### src/rtl/cpu_ctrl_pkg.sv
// Shared encodings and the EX-stage control bundle for the ID/EX control pipeline.
package cpu_ctrl_pkg;

   localparam int CTRL_MEM_BE_W   = 32 / 8;
   localparam int CTRL_REG_ADDR_W = 5;

   localparam logic [5:0] OP_RTYPE = 6'h00;
   localparam logic [5:0] OP_BEQ   = 6'h04;
   localparam logic [5:0] OP_BNE   = 6'h05;
   localparam logic [5:0] OP_ADDI  = 6'h08;
   localparam logic [5:0] OP_SLTI  = 6'h0A;
   localparam logic [5:0] OP_LW    = 6'h23;
   localparam logic [5:0] OP_SW    = 6'h2B;

   localparam logic [5:0] FN_MULT  = 6'h18;
   localparam logic [5:0] FN_MULTU = 6'h19;

   typedef enum logic [1:0] {
      ALU_ADD   = 2'b00,
      ALU_SUB   = 2'b01,
      ALU_FUNCT = 2'b10,
      ALU_MUL   = 2'b11
   } alu_op_e;

   typedef struct packed {
      logic                       reg_dst;
      logic                       reg_write;
      alu_op_e                    alu_op;
      logic                       alu_src;
      logic [CTRL_MEM_BE_W-1:0]   mem_write;
      logic                       mem_read;
      logic                       mem_to_reg;
      logic                       beq;
      logic                       bne;
      logic                       mul;
      logic                       illegal;
      logic [CTRL_REG_ADDR_W-1:0] dest_reg;
   } ctrl_bundle_t;

   typedef enum logic {
      ST_RUN      = 1'b0,
      ST_MUL_BUSY = 1'b1
   } state_e;

   // Opcodes whose rt field is a source operand (matters for load-use detection).
   function automatic logic uses_rt(input logic [5:0] op);
      return (op == OP_RTYPE) || (op == OP_BEQ) || (op == OP_BNE) || (op == OP_SW);
   endfunction

endpackage

### src/rtl/ctrl_decode.sv
// Combinational opcode/funct decode into the EX-stage control bundle.
module ctrl_decode
   import cpu_ctrl_pkg::*;
(
   input  logic [5:0]                 opcode,
   input  logic [5:0]                 funct,
   input  logic [CTRL_REG_ADDR_W-1:0] rt,
   input  logic [CTRL_REG_ADDR_W-1:0] rd,
   output ctrl_bundle_t               ctrl
);

   always_comb begin
      ctrl = '0;
      case (opcode)
         OP_RTYPE: begin
            ctrl.reg_dst = 1'b1;
            if (funct == FN_MULT || funct == FN_MULTU) begin
               ctrl.alu_op = ALU_MUL;
               ctrl.mul    = 1'b1;
            end else begin
               ctrl.reg_write = 1'b1;
               ctrl.alu_op    = ALU_FUNCT;
            end
         end
         OP_BEQ: begin
            ctrl.beq    = 1'b1;
            ctrl.alu_op = ALU_SUB;
         end
         OP_BNE: begin
            ctrl.bne    = 1'b1;
            ctrl.alu_op = ALU_SUB;
         end
         OP_ADDI: begin
            ctrl.reg_write  = 1'b1;
            ctrl.alu_src    = 1'b1;
            ctrl.mem_to_reg = 1'b1;
         end
         OP_SLTI: begin
            ctrl.reg_write  = 1'b1;
            ctrl.alu_src    = 1'b1;
            ctrl.mem_to_reg = 1'b1;
            ctrl.alu_op     = ALU_SUB;
         end
         OP_LW: begin
            ctrl.reg_write = 1'b1;
            ctrl.alu_src   = 1'b1;
            ctrl.mem_read  = 1'b1;
         end
         OP_SW: begin
            ctrl.alu_src   = 1'b1;
            ctrl.mem_write = '1;
         end
         default: ctrl.illegal = 1'b1;
      endcase
      ctrl.dest_reg = ctrl.reg_dst ? rd : rt;
   end

endmodule

### src/rtl/id_ex_control_pipe.sv
// ID/EX control pipeline register: decode, load-use stall, flush and multiply occupancy.
module id_ex_control_pipe
   import cpu_ctrl_pkg::*;
#(
   parameter int XLEN       = 32,
   parameter int REG_ADDR_W = 5,
   parameter int MUL_CYCLES = 4,
   localparam int MEM_BE_W  = XLEN / 8
)(
   input  logic                  clk,
   input  logic                  rst,
   input  logic                  in_valid,
   output logic                  in_ready,
   input  logic [31:0]           instr,
   input  logic                  inhibit,
   input  logic                  flush,
   output logic                  out_valid,
   input  logic                  out_ready,
   output logic                  out_reg_dst,
   output logic                  out_reg_write,
   output logic [1:0]            out_alu_op,
   output logic                  out_alu_src,
   output logic [MEM_BE_W-1:0]   out_mem_write,
   output logic                  out_mem_read,
   output logic                  out_mem_to_reg,
   output logic                  out_beq,
   output logic                  out_bne,
   output logic                  out_mul,
   output logic                  out_illegal,
   output logic [REG_ADDR_W-1:0] out_dest_reg,
   output logic [31:0]           out_instr,
   output state_e                dbg_state
);

   localparam int CNT_W = (MUL_CYCLES > 1) ? $clog2(MUL_CYCLES) : 1;

   ctrl_bundle_t     dec;
   ctrl_bundle_t     ctrl_q;
   logic             valid_q;
   logic [31:0]      instr_q;
   state_e           state_q;
   logic [CNT_W-1:0] mul_cnt_q;
   logic             advance;
   logic             hazard;
   logic             accept;

   ctrl_decode u_decode (
      .opcode (instr[31:26]),
      .funct  (instr[5:0]),
      .rt     (instr[20:16]),
      .rd     (instr[15:11]),
      .ctrl   (dec)
   );

   // Handshake: a word moves on a side only in a cycle where valid and ready are both high;
   // the output slot is free when EX takes the held bundle or nothing valid is held.
   assign advance  = out_ready | ~valid_q;
   assign hazard   = valid_q & ctrl_q.mem_read & (ctrl_q.dest_reg != '0) &
                     ((ctrl_q.dest_reg == instr[25:21]) |
                      (uses_rt(instr[31:26]) & (ctrl_q.dest_reg == instr[20:16])));
   assign in_ready = advance & (state_q == ST_RUN) & ~hazard & ~flush & ~rst;
   assign accept   = in_valid & in_ready;

   always_ff @(posedge clk) begin
      if (rst || flush) begin
         valid_q   <= 1'b0;
         ctrl_q    <= '0;
         instr_q   <= '0;
         state_q   <= ST_RUN;
         mul_cnt_q <= '0;
      end else begin
         // Anything other than an uninhibited accept leaves an all-zero bubble in the slot.
         if (advance) begin
            if (accept && !inhibit) begin
               valid_q <= 1'b1;
               ctrl_q  <= dec;
               instr_q <= instr;
            end else begin
               valid_q <= 1'b0;
               ctrl_q  <= '0;
               instr_q <= '0;
            end
         end
         case (state_q)
            ST_RUN: begin
               if (accept && !inhibit && dec.mul && (MUL_CYCLES > 1)) begin
                  state_q   <= ST_MUL_BUSY;
                  mul_cnt_q <= CNT_W'(MUL_CYCLES - 1);
               end
            end
            ST_MUL_BUSY: begin
               if (mul_cnt_q == CNT_W'(1)) begin
                  state_q   <= ST_RUN;
                  mul_cnt_q <= '0;
               end else begin
                  mul_cnt_q <= mul_cnt_q - CNT_W'(1);
               end
            end
            default: state_q <= ST_RUN;
         endcase
      end
   end

   assign out_valid      = valid_q;
   assign out_reg_dst    = ctrl_q.reg_dst;
   assign out_reg_write  = ctrl_q.reg_write;
   assign out_alu_op     = ctrl_q.alu_op;
   assign out_alu_src    = ctrl_q.alu_src;
   assign out_mem_write  = ctrl_q.mem_write;
   assign out_mem_read   = ctrl_q.mem_read;
   assign out_mem_to_reg = ctrl_q.mem_to_reg;
   assign out_beq        = ctrl_q.beq;
   assign out_bne        = ctrl_q.bne;
   assign out_mul        = ctrl_q.mul;
   assign out_illegal    = ctrl_q.illegal;
   assign out_dest_reg   = ctrl_q.dest_reg;
   assign out_instr      = instr_q;
   assign dbg_state      = state_q;

endmodule

### config.mk
export PLATFORM = sky130hd
export DESIGN_NAME = id_ex_control_pipe
export DESIGN_NICKNAME = d
export VERILOG_FILES = /design/src/rtl/cpu_ctrl_pkg.sv /design/src/rtl/ctrl_decode.sv /design/src/rtl/id_ex_control_pipe.sv
export SDC_FILE = /design/constraint.sdc
export NUM_CORES = 1
export LEC_CHECK = 0
export CORE_AREA = 4 4 82 84
export DETAILED_ROUTE_END_ITERATION = 8
export DIE_AREA = 0 0 86 88
export HOLD_SLACK_MARGIN = 0.08
export PLACE_DENSITY = 0.8
export SLEW_MARGIN = 40
export SYNTH_ARGS = -nofsm -noshare
export SYNTH_HDL_FRONTEND = slang
export SYNTH_HIERARCHICAL = 1
export SYNTH_SLANG_ARGS = --single-unit
export TNS_END_PERCENT = 20
### constraint.sdc
create_clock -name clk -period 2.6 [get_ports clk]
set_input_delay 0.39 -clock clk [delete_from_list [all_inputs] [get_ports clk]]
set_output_delay 0.39 -clock clk [all_outputs]
set_load 0.02 [all_outputs]
==> summary.md <==
| Metric | Value |
|---|---|
| Critical R2R Launch | out_dest_reg[1] |
| Minimum clock period | 2558 ps |
| Share of cells above drive strength 1 | approximately 15% |
| Initial DRC Count | 124 |
| Row Count | 28 |
| Lkg Pwr | 0.001396 uW |
| Ports | 93 |
| Nature of the critical path endpoint | output port |
| DRT Pass-1 Iters | 4 |
| Post-synth cell types | 39 |
| TritonCTS clock tree | built |
| Fillcell total | roughly 500 |
| Worst setup startpoint | instr[26] |
| Vias in the first global route | 2462 |
| Final period util | 98.37% |
| Overall power | 1644 uW |
| Post-synthesis cell count | 312 |
| Sequential share of the synthesized area | roughly 41% |
| Synthesis-stage register bit count | 56 |
| Most common cell in the netlist | nand2_1 |
| CP endpoint | in_ready |
| Initial antenna violation count | 0 |
| Post-synthesis area per instance | 8.694 um2 |
| Buffers on Ports | 92 |
| Total Neg Setup Slack | 0 ps |
| Number of flops mapped to enable cells by yosys | 0 |
| Post-Syn Area | 0.002713 mm2 |
| Met1 Use GR | around a quarter |
| Outcome | finished clean |
| First-pass GRT wire length | between 10 and 15 mm |
| WP data required | roughly 2200 ps |
| Prevailing post-synth register cell | dfxtp_1 |
| RD Place Congestion | 0.8126 |
| Antenna diode count | 0 |
| Startpoint Class | primary input |
| Total nets after synthesis | 351 |
| Die area | 0.007568 mm2 |
| Critical R2R Capture | out_instr[2] |
| Clk sinks | 56 |
| Post-route insts no fill | 481 |
| Final wirelength | 7.310 mm |
| Largest net degree at the start of global routing | 57 |
| Gr ovfl total | 0 |
| Root buffer cell | clkbuf_8 |
| Unrepaired setup endpoints after global routing | no |
| Resized cells post-CTS | 5 |
| Global Route Usage Sum | 19.63% |
| Final Skew | 11.95 ps |
| Post-CTS Repair Setup Buffers | 0 |
| Initial core utilization | 45.82% |
| Worst Path Arrival | 2170 ps |
| Overall die width | 86 um |
| CTS Buf Count | 5 |
| GR peak layer | met2 |
| Hold_buf cts | 0 |
| Max Cap Viol | 0 |
| Flip-flop and latch area | about 0.0011 mm2 |
| DR vias/cell | ~5.3 |
| Nets | 444 |
| Met2 GRT Util | about a third |
| Vias post-DR | 2528 |
| Crit path kind | primary input to output port |
| Multi-input gate area | 0.001419 mm2 |
| Synth area leaders | dfxtp_1 (41%), nand2_1 (15%), o31ai_1 (11%), o31ai_2 (7.4%), mux2_4 (2.8%) |
| Maximum VDD drop | 0.0002413 V |
| Placed cell count | ~470 |
| Hold Crit Class | flip-flop to flip-flop |
| Number of nets with antenna violations after routing | 0 |
| Fmax | 391.0 MHz |
| FFs w/ async S/R, synth | 0% |
| GR Util met3 | 5.080% |
| Drt drc | 0 |
| Worst Path Max Fanout | 2 |
| CORE AREA | between 0.005 and 0.006 mm2 |
| Post-synth top area cell | dfxtp_1 |
| # setup viols final | 0 |
| R2R Setup Slk | 400 ps |
| Yosys warns | 6 |
| R2R depth | 5 |
| H-tree levels | 2 |
| Actual transition at the worst max-transition pin | 704.0 ps |
| Synth top cells by count | nand2_1 (108), dfxtp_1 (56), o31ai_1 (38) |
| Yosys top cell area share | 41.33% |
| Slew margin rel. | 53.07% |
| Final slew viol count | 0 |
| WL/cell | 15.20 um |
| Final count of hold timing violations | 0 |
| P&R area growth vs syn | 41.84% |
| Max clock buf depth | 2 |
| Dpl hpwl | 5.225 mm |
| Total power divided by cell area | 427.3 mW/mm2 |
| Max reg flops | 32 |
| Die Ht | 88 um |
| Reg clk slew, reported paths | around 100 ps |
| Clk_lat worst skew | 320 ps |
## cell usage in the layout, fill, tap and decap left out, types with 5 or more instances in the layout
master and count:
o31ai_2 16, inv_1 7, mux2_4 5, xnor2_1 8, nor2_1 5, nand2_1 108
clkbuf_8 5, clkdlybuf4s50_1 91, buf_4 21, o31ai_1 38, dfxtp_1 56
## how the worst min path moves through the flow
stage,cells past startpoint,slack (ps),start,end
floorplan,2,530,instr[0],out_instr[0]
global placement,2,430,out_mem_write[2],out_mem_write[2]
detailed placement,2,440,out_instr[22],out_instr[22]
CTS,2,460,out_instr[22],out_instr[22]
global route,2,480,out_instr[13],out_instr[13]
finish,2,450,out_instr[22],out_instr[22]
## metrics by stage
step	hold slack [ps]	utilization, %	instance area [um2]	worst slack [ps]
after global routing	483.1	64.98	3847	4.422
after floorplan	529.3	-	2713	30.70
after detailed placement	442.1	63.08	3735	-328.2
after global placement	432.5	63.08	3735	-263.5
after CTS	459.2	64.98	3847	44.18
final	454.7	64.98	3847	42.49
## layer usage
layer / up-vias / share of wire [%] / routed length (um)
met4: 0 / 1.4 / 101
met1: 1180 / 43 / 3165
met5: - / 0 / 0
li1: 1262 / - / -
met2: 79 / 49 / 3569
met3: 7 / 6.5 / 474
## worst max-delay path, stage by stage
cell	delay, ps
clkdlybuf4s50_1	430
nor2b_1	160
or4_4	440
a2111oi_4	340
nor4_1	120
clkdlybuf4s15_2	280
## cell type report
class / instances / area share, %
clock buffers: 6 / 1.886
clock inverters: 2 / 0.9106
inverters: 7 / 0.6829
multi-input cells: 222 / 36.88
flip-flops and latches: 56 / 29.14
well taps: 75 / 2.439
repair buffers: 113 / 28.07
## where the power goes
| part | internal (uW) | total, uW | leakage, uW | switching [uW] |
|---|---|---|---|---|
| clock network | 287 | 577 | 0.0000552 | 290 |
| registers | 868 | 874 | 0.000453 | 6.11 |
| logic | 110 | 193 | 0.000888 | 83.6 |
## logic make-up after synthesis
group / count (synthesis) / share of synthesized area [%]
simple gates: 140 / 23.34
buf+inv: 34 / 7.242
flops: 56 / 41.33
mux: 5 / 2.767
xor+xnor: 11 / 3.552
fa+ha+maj: 1 / 0.4612
compound gates: 65 / 21.31
No activity file was read; power rests on OpenSTA's default activity.
